$ cat src/rtl/data_mem_wait_ctrl_pkg.sv
// data_mem_wait_ctrl_pkg: bus widths, FSM encoding and latched-request record for the data memory wait-state bridge
package data_mem_wait_ctrl_pkg;
  localparam int DATA_W = 32;
  localparam int ADDR_W = 32;
  localparam int SEL_W = 4;
  typedef enum logic [1:0] {
    MW_IDLE = 2'd0,
    MW_WAIT = 2'd1,
    MW_DONE = 2'd2
  } mw_state_e;
  typedef struct packed {
    logic              we;
    logic [ADDR_W-1:0] addr;
    logic [SEL_W-1:0]  sel;
    logic [DATA_W-1:0] data;
  } mem_req_t;
  function automatic bit wait_cfg_ok(int wait_cycles, int cnt_w);
    return wait_cycles >= 1 && wait_cycles <= 15 && (1 << cnt_w) > wait_cycles;
  endfunction
endpackage

$ cat src/rtl/data_mem_wait_ctrl_if.sv
// data_mem_wait_ctrl_if: data memory port (request out, read data back) shared by the CPU side and the RAM side
interface data_mem_wait_ctrl_if;
  import data_mem_wait_ctrl_pkg::*;
  logic              ce;
  logic              we;
  logic [ADDR_W-1:0] addr;
  logic [SEL_W-1:0]  sel;
  logic [DATA_W-1:0] wdata;
  logic [DATA_W-1:0] rdata;
  modport master (output ce, we, addr, sel, wdata, input rdata);
  modport slave (input ce, we, addr, sel, wdata, output rdata);
endinterface

$ cat src/rtl/data_mem_wait_ctrl.sv
// data_mem_wait_ctrl: latches one CPU load/store, holds it on the RAM port for WAIT_CYCLES clocks and stalls the pipeline meanwhile
module data_mem_wait_ctrl
  import data_mem_wait_ctrl_pkg::*;
#(
  parameter int WAIT_CYCLES = 2,
  parameter int CNT_W = 4
) (
  input  logic                        clk,
  input  logic                        rst,
  data_mem_wait_ctrl_if.slave         cpu,
  data_mem_wait_ctrl_if.master        ram,
  output logic                        stallreq
);
  if (!wait_cfg_ok(WAIT_CYCLES, CNT_W)) begin : g_cfg_err
    $error("data_mem_wait_ctrl: WAIT_CYCLES=%0d must be 1..15 and below 2**CNT_W (CNT_W=%0d)", WAIT_CYCLES, CNT_W);
  end
  mw_state_e         state;
  mw_state_e         nxt;
  mem_req_t          req;
  logic [CNT_W-1:0]  cnt;
  logic [DATA_W-1:0] rdata_q;
  logic              in_wait;
  logic              last;
  always_ff @(posedge clk or posedge rst) begin
    if (rst) state <= MW_IDLE;
    else state <= nxt;
  end
  always_comb begin
    nxt = state == MW_IDLE ? (cpu.ce ? MW_WAIT : MW_IDLE)
        : state == MW_WAIT ? (cnt == '0 ? MW_DONE : MW_WAIT)
        : MW_IDLE;
  end
  always_ff @(posedge clk or posedge rst) begin
    if (rst) begin
      req     <= '0;
      cnt     <= '0;
      rdata_q <= '0;
    end else begin
      if (state == MW_IDLE && cpu.ce) begin
        req <= '{we: cpu.we, addr: cpu.addr, sel: cpu.sel, data: cpu.wdata};
        cnt <= CNT_W'(WAIT_CYCLES - 1);
      end
      if (in_wait && cnt != '0) cnt <= cnt - CNT_W'(1);
      if (last && !req.we) rdata_q <= ram.rdata;
    end
  end
  always_comb begin
    in_wait   = state == MW_WAIT;
    last      = in_wait && cnt == '0;
    stallreq  = state == MW_IDLE ? cpu.ce : in_wait;
    ram.ce    = in_wait;
    ram.we    = last && req.we;
    ram.addr  = in_wait ? req.addr : '0;
    ram.sel   = in_wait ? req.sel : '0;
    ram.wdata = in_wait ? req.data : '0;
    cpu.rdata = rdata_q;
  end
endmodule
$ cat src/flat_wrapper.sv
// flat-port wrapper written by rule: the top's interface ports become plain ports
module data_mem_wait_ctrl_flat import data_mem_wait_ctrl_pkg::*;
#(
  parameter int WAIT_CYCLES = 2,
  parameter int CNT_W = 4
)
  (clk, rst, stallreq, cpu_ce, cpu_we, cpu_addr, cpu_sel, cpu_wdata, cpu_rdata, ram_ce, ram_we, ram_addr, ram_sel, ram_wdata, ram_rdata);
  data_mem_wait_ctrl_if cpu_i ();
  data_mem_wait_ctrl_if ram_i ();
  input  logic clk;
  input  logic rst;
  output logic stallreq;
  input wire logic [$bits(cpu_i.ce)-1:0] cpu_ce;
  input wire logic [$bits(cpu_i.we)-1:0] cpu_we;
  input wire logic [$bits(cpu_i.addr)-1:0] cpu_addr;
  input wire logic [$bits(cpu_i.sel)-1:0] cpu_sel;
  input wire logic [$bits(cpu_i.wdata)-1:0] cpu_wdata;
  output wire logic [$bits(cpu_i.rdata)-1:0] cpu_rdata;
  output wire logic [$bits(ram_i.ce)-1:0] ram_ce;
  output wire logic [$bits(ram_i.we)-1:0] ram_we;
  output wire logic [$bits(ram_i.addr)-1:0] ram_addr;
  output wire logic [$bits(ram_i.sel)-1:0] ram_sel;
  output wire logic [$bits(ram_i.wdata)-1:0] ram_wdata;
  input wire logic [$bits(ram_i.rdata)-1:0] ram_rdata;
  assign cpu_i.ce = cpu_ce;
  assign cpu_i.we = cpu_we;
  assign cpu_i.addr = cpu_addr;
  assign cpu_i.sel = cpu_sel;
  assign cpu_i.wdata = cpu_wdata;
  assign cpu_rdata = cpu_i.rdata;
  assign ram_ce = ram_i.ce;
  assign ram_we = ram_i.we;
  assign ram_addr = ram_i.addr;
  assign ram_sel = ram_i.sel;
  assign ram_wdata = ram_i.wdata;
  assign ram_i.rdata = ram_rdata;
  data_mem_wait_ctrl #(.WAIT_CYCLES(WAIT_CYCLES), .CNT_W(CNT_W)) u_core (.clk(clk), .rst(rst), .cpu(cpu_i), .ram(ram_i), .stallreq(stallreq));
endmodule
$ cat config.mk
export PLATFORM = sky130hd
export DESIGN_NAME = data_mem_wait_ctrl_flat
export DESIGN_NICKNAME = d
export VERILOG_FILES = /design/src/rtl/data_mem_wait_ctrl_pkg.sv /design/src/rtl/data_mem_wait_ctrl_if.sv /design/src/rtl/data_mem_wait_ctrl.sv /design/src/flat_wrapper.sv
export SDC_FILE = /design/constraint.sdc
export NUM_CORES = 1
export LEC_CHECK = 0
export BUFFER_PORTS_ARGS = -buffer_cell sky130_fd_sc_hd__buf_2
export CAP_MARGIN = 20
export CORE_UTILIZATION = 50
export DETAILED_ROUTE_END_ITERATION = 8
export PLACE_DENSITY = 0.84
export SLEW_MARGIN = 15
export SYNTH_ARGS = -nofsm -noshare
export SYNTH_HDL_FRONTEND = slang
export SYNTH_SLANG_ARGS = --single-unit
$ cat constraint.sdc
create_clock -name clk -period 8.7 [get_ports clk]
set_clock_uncertainty 0.05 [all_clocks]
set_input_delay 2.61 -clock clk [delete_from_list [all_inputs] [get_ports clk]]
set_output_delay 2.61 -clock clk [all_outputs]
set_load 0.01 [all_outputs]
; ---- After elaboration in Yosys (flattened, before gate mapping)
; Index checks and enable logic that the tools add are counted.
[word_totals]
input_bits = 104
output_inout_bits = 103
elab_cells = 29
regBits = 107
[op_classes]
addsub = 1
mux = 10
n_eq_ne = 1
n_reduce_logical = 10
[ops]
columns = cell, n
row1 = $mux W32, 2
row2 = $mux W4, 3
row3 = $mux W2, 3
row4 = $logic_and A1 B1 Y1, 5
row5 = $logic_not A4 Y1, 1
row6 = $reduce_bool A4 Y1, 1
row7 = $sub A4 B1 Y4 const B, 1
row8 = $eq A2 B1 Y1 const B, 1
row9 = $logic_not A2 Y1, 1
row10 = $mux W1, 2
row11 = $reduce_bool A2 Y1, 1
row12 = $logic_not A1 Y1, 1

; ---- Longest topological paths before layout
; Gate-level depths: netlist (run 1).
[logic_depth]
ltp_word = 4
depth_mapped = 7
depth_no_buf = 5

; ---- Worst setup path after synthesis (run 1)
; OpenSTA, ideal clock, no wires.
[synth_timing]
kind = input -> output
startpoint = input cpu_ce
endpoint = output stallreq
n_path_buf = 0
required_time_ns = 6.040
arrival_time_ns = 2.816
cell_stages = 1
path_slack_ns = 3.224
path_cell_list = o21ba_2
[synth_between]
elab_chain_len = 1
[synth_rtl]
columns = item, line_no
row1 = from (decl), flat_wrapper.sv:13  ; input wire logic [$bits(cpu_i.ce)-1:0] cpu_ce;
row2 = $mux W1, data_mem_wait_ctrl.sv:50  ; stallreq = state == MW_IDLE ? cpu.ce : in_wait;
row3 = to (decl), flat_wrapper.sv:12  ; output logic stallreq;
; No other way between the ends.

; ---- Final worst setup path (run 1)
; Same ends and word-level chain as after synthesis.

==> results of run 1 <==
## path summary, 6_finish.rpt
path,endpoint,start,slack [ps],depth (start not counted)
max in group asynchronous,u_core.req[57]$_DFFE_PP0P_,rst,5180,3
max reg2reg,u_core.cpu.rdata[25]$_DFFE_PP0P_,u_core.cnt[0]$_DFFE_PP0P_,6200,5
max,stallreq,cpu_ce,3000,3
min,u_core.req[15]$_DFFE_PP0P_,u_core.req[15]$_DFFE_PP0P_,420,2
min reg2reg,u_core.req[15]$_DFFE_PP0P_,u_core.req[15]$_DFFE_PP0P_,420,2
min in group asynchronous,u_core.req[23]$_DFFE_PP0P_,rst,2280,2
## flip-flops by register name (all words and copies together) (netlist names)
name / count
u_core.req: 69
u_core.cpu.rdata: 32
u_core.cnt: 4
u_core.state: 2
## Yosys cell counts (all sizes together)
master	instances	share of area, %
nand2	210	17
dfrtp	107	58
and2	70	9.4
mux2	32	10
clkbuf	22	1.8
buf	4	0.83
inv	4	0.32
mux2i	2	0.43
nand2b	2	0.43
nor2	2	0.16
nor3	2	0.22
o21ai	2	0.22
a22o	1	0.19
ha	1	0.27
nand3	1	0.11
nor3b	1	0.16
o21ba	1	0.22
o22ai	1	0.13
or3b	1	0.19
or4	1	0.16
## layer usage
metal	wire, um	share of wire (%)	global-route usage [%]	vias up
met5	0	0	0	-
met1	4590	42	29.9	1770
met3	716	6.6	5.15	18
met4	194	1.8	7.92	0
met2	5420	50	40.1	147
li1	-	-	-	1825
## cell families (layout without fill, tap and decap cells)
logic type	Yosys count	after routing
compound gates	5	5
simple gates	290	290
mux	34	34
buf+inv	30	230
fa+ha+maj	1	1
flops	107	107
## per-stage QoR
stage | std cells | utilization, %
floorplan | 467 | -
global placement | 759 | 64.8
detailed placement | 759 | 64.8
CTS | 775 | 67.1
global route | 775 | 67.1
finish | 775 | 67.1
## worst max-delay path, stage by stage
cell and delay, ps:
buf_2 110, o21ba_2 190, buf_2 130
## power by group through the flow
stage	clock network (mW)	registers, mW	logic (mW)
floorplan	0	0.882	0.646
global placement	0	0.856	0.997
detailed placement	0	0.876	1.02
CTS	0.320	0.866	1.03
global route	0.336	0.895	1.12
finish	0.306	0.867	1.02
## layout make-up
class | instances | area, sq um | area share [%]
flip-flops and latches | 107 | 2680 | 45.1
multi-input cells | 330 | 1840 | 31.0
repair buffers | 210 | 1060 | 17.9
clock buffers | 11 | 141 | 2.38
well taps | 108 | 135 | 2.28
clock inverters | 5 | 62.6 | 1.05
inverters | 4 | 17.5 | 0.295
==> flow_metrics.tcl, run 1 <==
set metrics [dict create \
    drtIter0Drc 160 \
    grt_pass1_wl_mm 18.0 \
    whs_ps 420 \
    place_area_sq_um 5730 \
    synth.area.mux_share_pct 10.6 \
    synth_cell_type_count 23 \
    power_frac_comb_pct 46.4 \
    grt_overflow 0 \
    place_congestion 0.742 \
    syn-num-nets 572 \
    clkPwrFrac_pct 14.0 \
    nets 767 \
    clockBufferDepth 2 \
    cts_buffers 9 \
    tightest_slew_ps 1020 \
    setup.worst_path.class "in2out" \
    initial_core_util_pct 52.5 \
    synthAdderAreaFrac_pct 0.269 \
    drt_pass1_iterations 7 \
    postSynthCellCount 467 \
    post-route-period-util_pct 65.5 \
    setup_viol 0 \
    post_cts_resized 0 \
    cp-start-kind "primary input" \
    holdBufCountCts 0 \
    rsz0062_at_grt "no" \
    p_leak_nw 3.47 \
    yosys.area_share.simple_pct 27.8 \
    synthXorXnorAreaFrac_pct 0 \
    ys_seq_area_share_pct 57.6 \
    relSlewSlack_pct 32.3 \
    grt_usage_pct 23.5 \
    max-cap-violations 0 \
    area_delta_synth_final_pct 27.7 \
    setup_ws_ps 3000 \
    ys_warn_count 0 \
    p_per_area_nw_per_um2 369 \
    vias_per_cell 4.85 \
    ir_worst_vdd_mv 0.176 \
    grt_max_degree 73 \
    drive_gt1_share_pct 39.4 \
    end_kind "output port" \
    synth_top_family_by_area "simple AND/OR/NAND/NOR gates" \
    fin_setup_tns_ps 0 \
    antenna_left 0 \
    drv_slew 0 \
    antenna_cells 0 \
    die_area_sq_um 9680 \
    via_count 3760 \
    layout_commonest_cell "nand2_1" \
    portBuffers 206 \
    cts_tree "done" \
    totalWireLength_mm 10.9 \
    path_clk_slew_ps 90 \
    fill_cells 727 \
    boundaryPins 207 \
    hold_viol_final 0 \
    p_switching_mw 0.834 \
    place_ws_ps 3000 \
    cts_setup_buffers 0 \
    clock_sink_count 107 \
    fin_total_pwr_mw 2.19 \
    fin_crit_ps 5700 \
    violations "design-rule violations" \
    synth_compound_area_share_pct 0.754 \
    core_area_sq_um 8850 \
    mostFrequentLayoutCells "210 x nand2_1, 206 x buf_2, 107 x dfrtp_1" \
    drc 19 \
    antenna_found_initial 0 \
    crit_required_ps 6040 \
    die_w_um 98.4 \
    pwr-share-seq_pct 39.6 \
    swShare_pct 38.1 \
    fmax_mhz 175 \
    final_area_sq_um 5930 \
    cts.htree.levels 3 \
    synth-seq-cells 107 \
    die_y_um 98.4 \
    syn_area_sq_um 4650 \
    rows 34 \
    synth_area_per_cell_sq_um 9.95 \
    root_buffer "clkbuf_8" \
    first_global_vias 3741 \
    insertion_delay_ps 360 \
    cp_max_fo 3 \
    arrival_ps 3040 \
    dpl.hpwl_mm 7.61 \
    avgRoutedWirePerCell_um 14.1 \
    min_path_type "reg2reg" \
    status "complete, but fails checks" \
    p_int_mw 1.36 \
]
Power figures use the tool's default switching activity.
==> inputs of run 2 (changes only) <==
Settings changed: CORE_UTILIZATION 50 to 47, PLACE_DENSITY 0.84 to 0.8.
Clock period 8.7 ns to 5.9 ns, I/O delays scaled along.
==> run 2 against run 1 <==
  * The flow now finishes without violations
  * Critical path depth increased by 2
  * First-iteration DRC count down 32%
  * Clock-buffer cell count fell by 2
  * Die area grew 6.3%
  * Final area is essentially flat
  * Clock power increased by 32%
  * Register-to-register slack worse by 2800 ps
  * Via count shrank 1.3%
  * Power rose by 45%
  * Critical path type is now reg2out
==> flow_metrics.tcl, run 2 (synthesized netlist as in run 1, its figures left out) <==
set metrics [dict create \
    status "complete, no violations" \
    portBuffers 206 \
    drt_pass1_iterations 4 \
    drv_slew 0 \
    clock_sink_count 107 \
    cp-start-kind "flip-flop" \
    top_register "u_core.req" \
    holdBufCountCts 0 \
    antenna_left 0 \
    drtIter0Drc 109 \
    relSlewSlack_pct 32.0 \
    hold_viol_final 0 \
    holdPathStages 2 \
    totalWireLength_mm 10.7 \
    first_global_vias 3595 \
    place_ws_ps 1870 \
    max-cap-violations 0 \
    fin_crit_ps 4160 \
    p_leak_nw 3.46 \
    cts.htree.levels 3 \
    setup_viol 0 \
    avgRoutedWirePerCell_um 13.4 \
    setup_ws_ps 1740 \
    final_area_sq_um 5940 \
    die_w_um 101 \
    insertion_delay_ps 350 \
    root_buffer "clkbuf_8" \
    end_kind "output port" \
    drc 0 \
    via_count 3713 \
    cts_setup_buffers 0 \
    cts_buffers 9 \
    p_per_area_nw_per_um2 536 \
    core_area_sq_um 9420 \
    grt_overflow 0 \
    path_clk_slew_ps 100 \
    fin_setup_tns_ps 0 \
    die_y_um 101 \
    rr_worst_depth 5 \
    setup.worst_path.class "reg2out" \
    nets 768 \
    min_path_type "reg2reg" \
    vias_per_cell 4.66 \
    post-route-period-util_pct 70.5 \
    dpl.hpwl_mm 7.62 \
    die_area_sq_um 10300 \
    area_delta_synth_final_pct 27.8 \
    fmax_mhz 240 \
    grt_usage_pct 21.2 \
    initial_core_util_pct 49.4 \
    rsz0062_at_grt "no" \
    crit_required_ps 4080 \
    fin_cells 797 \
    largest_reg_flops 69 \
    ir_worst_vdd_mv 0.215 \
    rows 35 \
    final_core_util_pct 63.1 \
    place_congestion 0.802 \
    mostFrequentLayoutCells "210 x nand2_1, 206 x buf_2, 107 x dfrtp_1" \
    antenna_cells 0 \
    clockBufferDepth 2 \
    grt_max_degree 64 \
    place_area_sq_um 5760 \
    fill_cells 788 \
    cp_max_fo 37 \
    tightest_slew_ps 1020 \
    layout_commonest_cell "nand2_1" \
    boundaryPins 207 \
    post_cts_resized 0 \
    antenna_found_initial 0 \
    arrival_ps 2340 \
    drive_gt1_share_pct 39.7 \
    cts_tree "done" \
    grt_pass1_wl_mm 16.9 \
    dp_cells 781 \
]
==> run 2: layout make-up <==
| class | instances | area [sq um] | share of cell area [%] |
|---|---|---|---|
| timing repair buffer | 211 | 1070 | 18.0 |
| clock buffer | 9 | 124 | 2.09 |
| multi-input combinational | 330 | 1840 | 31.0 |
| inverter | 4 | 17.5 | 0.295 |
| clock inverter | 7 | 51.3 | 0.864 |
| tap | 129 | 161 | 2.72 |
| sequential | 107 | 2680 | 45.1 |
==> run 2: critical path: stages (launching register included) <==
cell and delay, ps:
dfrtp_1 430, nand2b_4 180, inv_1 620, buf_4 420, and2_1 180, buf_2 120
==> run 2: power breakdown <==
group          internal [mW]  switching [mW]  leakage [nW]
logic                  0.703           0.796          2.07
clock network          0.156           0.249        0.0860
registers               1.09           0.189          1.30
==> run 2: per-stage QoR <==
step | power (mW) | hold slack, ps
after floorplan | 2.25 | 387
after global placement | 2.74 | 399
after detailed placement | 2.81 | 404
after CTS | 3.23 | 428
after global routing | 3.45 | 440
final | 3.19 | 421
==> run 2: worst paths after layout <==
path / start / end / slack, ps
setup / recovery: u_core.state[1]$_DFF_PP0_ / ram_addr[11] / 1740
hold / removal: u_core.req[59]$_DFFE_PP0P_ / u_core.req[59]$_DFFE_PP0P_ / 420
setup reg to reg: u_core.cnt[0]$_DFFE_PP0P_ / u_core.cpu.rdata[10]$_DFFE_PP0P_ / 3380
hold reg to reg: u_core.req[59]$_DFFE_PP0P_ / u_core.req[59]$_DFFE_PP0P_ / 420
max in group asynchronous: rst / u_core.req[55]$_DFFE_PP0P_ / 3250
min in group asynchronous: rst / u_core.cpu.rdata[12]$_DFFE_PP0P_ / 1490
==> run 2: metal layers <==
layer	global-route usage, %	part of all wire (%)	vias up
met5	0	0	-
met4	8.03	1.9	0
met3	5.66	5.5	18
met2	37.2	50	135
met1	25.0	42	1734
li1	-	-	1826
==> inputs of run 3 (changes only) <==
Clock period 5.9 ns to 3.9 ns, I/O delays scaled along.
==> run 3 against run 2 <==
  * Via count is 1.0% higher
  * Flip-flop and latch count unchanged
  * Final area grew 0.88%
  * Global-route usage decreased by 0.13 points
  * Clock-buffer cell count is 2 higher
  * Power is 52% higher
  * Register-to-register slack worse by 2000 ps
  * Hold slack better by 1.5 ps
==> flow_metrics.tcl, run 3 (synthesized netlist as in run 1, its figures left out) <==
set metrics [dict create \
    status "complete, no violations" \
    setup.worst_path.class "reg2out" \
    cts_buffers 9 \
    place_area_sq_um 5790 \
    top_register "u_core.req" \
    p_per_area_nw_per_um2 806 \
    swShare_pct 38.4 \
    antenna_left 0 \
    layout_commonest_cell "nand2_1" \
    ir_worst_vdd_mv 0.339 \
    rows 35 \
    path_cells "nand2b_4 > clkinv_1 > buf_4 > and2_1 > buf_2" \
    slowest_delay_ps 670 \
    avgRoutedWirePerCell_um 13.3 \
    dpl.hpwl_mm 7.70 \
    clockBufferDepth 2 \
    final_area_sq_um 5990 \
    end_kind "output port" \
    rsz0062_at_grt "no" \
    p_int_mw 2.97 \
    holdBufCountCts 0 \
    core_area_sq_um 9420 \
    cp_max_fo 39 \
    p_leak_nw 3.48 \
    fin_setup_tns_ps 0 \
    die_w_um 101 \
    boundaryPins 207 \
    cts.htree.levels 3 \
    clock_sink_count 107 \
    post-route-period-util_pct 92.5 \
    place_ws_ps 683 \
    cts_setup_buffers 0 \
    fmax_mhz 277 \
    largest_reg_flops 69 \
    relSlewSlack_pct 31.1 \
    post_cts_resized 0 \
    crit_required_ps 2680 \
    grt_max_degree 49 \
    cts_tree "done" \
    grt_overflow 0 \
    drtIter0Drc 88 \
    nets 771 \
    power_frac_comb_pct 47.0 \
    die_y_um 101 \
    via_count 3750 \
    area_delta_synth_final_pct 28.9 \
    p_switching_mw 1.86 \
    totalWireLength_mm 10.7 \
    max-cap-violations 0 \
    mostFrequentLayoutCells "210 x nand2_1, 206 x buf_2, 107 x dfrtp_1" \
    critPathBufInv 3 \
    die_area_sq_um 10300 \
    fin_crit_ps 3610 \
    arrival_ps 2390 \
    pwr-share-seq_pct 40.1 \
    min_path_type "reg2reg" \
    first_global_vias 3662 \
    insertion_delay_ps 360 \
    place_congestion 0.724 \
    drv_slew 0 \
    portBuffers 206 \
    grt_pass1_wl_mm 16.7 \
    whs_ps 423 \
    clkPwrFrac_pct 12.9 \
    vias_per_cell 4.68 \
    root_buffer "clkbuf_8" \
    antenna_found_initial 1 \
    drc 0 \
    path_clk_slew_ps 110 \
    critPathSlowestCell "clkinv_1" \
    setup_viol 0 \
    grt_usage_pct 21.1 \
    tightest_slew_ps 1030 \
    drive_gt1_share_pct 39.6 \
    cp-start-kind "flip-flop" \
    path_delay_family "buffers and inverters" \
    drt_pass1_iterations 4 \
    hold_viol_final 0 \
    initial_core_util_pct 49.4 \
    setup_ws_ps 291 \
]
-- run 3: worst register-to-register path: cells and delay by family (launching register included) --
family / cells / cell delay, ps
mux: 1 / 510
buf+inv: 1 / 70
simple gates: 2 / 1160
flops: 1 / 410
fa+ha+maj: 1 / 160
-- run 3: final cells by class --
class | count | area (sq um)
diodes | 1 | 2.50
flip-flops and latches | 107 | 2680
well taps | 129 | 161
clock buffers | 11 | 131
multi-input cells | 330 | 1840
clock inverters | 5 | 45.0
fillers | 816 | 3420
repair buffers | 214 | 1120
inverters | 4 | 18.8
-- run 3: power by group through the flow --
stage / Clock, mW / Sequential (mW) / Combinational, mW
global placement: 0 / 1.93 / 2.22
CTS: 0.646 / 1.94 / 2.30
floorplan: 0 / 1.97 / 1.44
global route: 0.689 / 2.01 / 2.53
detailed placement: 0 / 1.96 / 2.28
finish: 0.623 / 1.94 / 2.27
-- run 3: path summary, 6_finish.rpt --
kind | from | end | slack [ps] | depth (start not counted)
worst min-delay path | u_core.req[25]$_DFFE_PP0P_ | u_core.req[25]$_DFFE_PP0P_ | 420 | 2
worst min register to register | u_core.req[25]$_DFFE_PP0P_ | u_core.req[25]$_DFFE_PP0P_ | 420 | 2
worst max register to register | u_core.cnt[1]$_DFFE_PP0P_ | u_core.cpu.rdata[13]$_DFFE_PP0P_ | 1410 | 5
min in group asynchronous | rst | u_core.req[43]$_DFFE_PP0P_ | 720 | 2
worst max-delay path | u_core.state[0]$_DFF_PP0_ | ram_addr[8] | 290 | 5
max in group asynchronous | rst | u_core.cpu.rdata[22]$_DFFE_PP0P_ | 2310 | 4
-- run 3: per-layer routing --
layer,global-route usage (%),vias to the layer above,share of wire (%)
li1,-,1842,-
met1,25.3,1749,42
met2,37.2,144,50
met3,4.69,15,6.7
met4,7.92,0,1.7
met5,0,-,0
-- run 3: stage by stage --
stage,power (mW),util [%],cells
6_report,4.83,63.6,801
5_1_grt,5.23,63.6,801
4_1_cts,4.88,63.4,799
3_5_place_dp,4.24,61.5,783
3_3_place_gp,4.15,61.5,783
2_1_floorplan,3.41,-,467
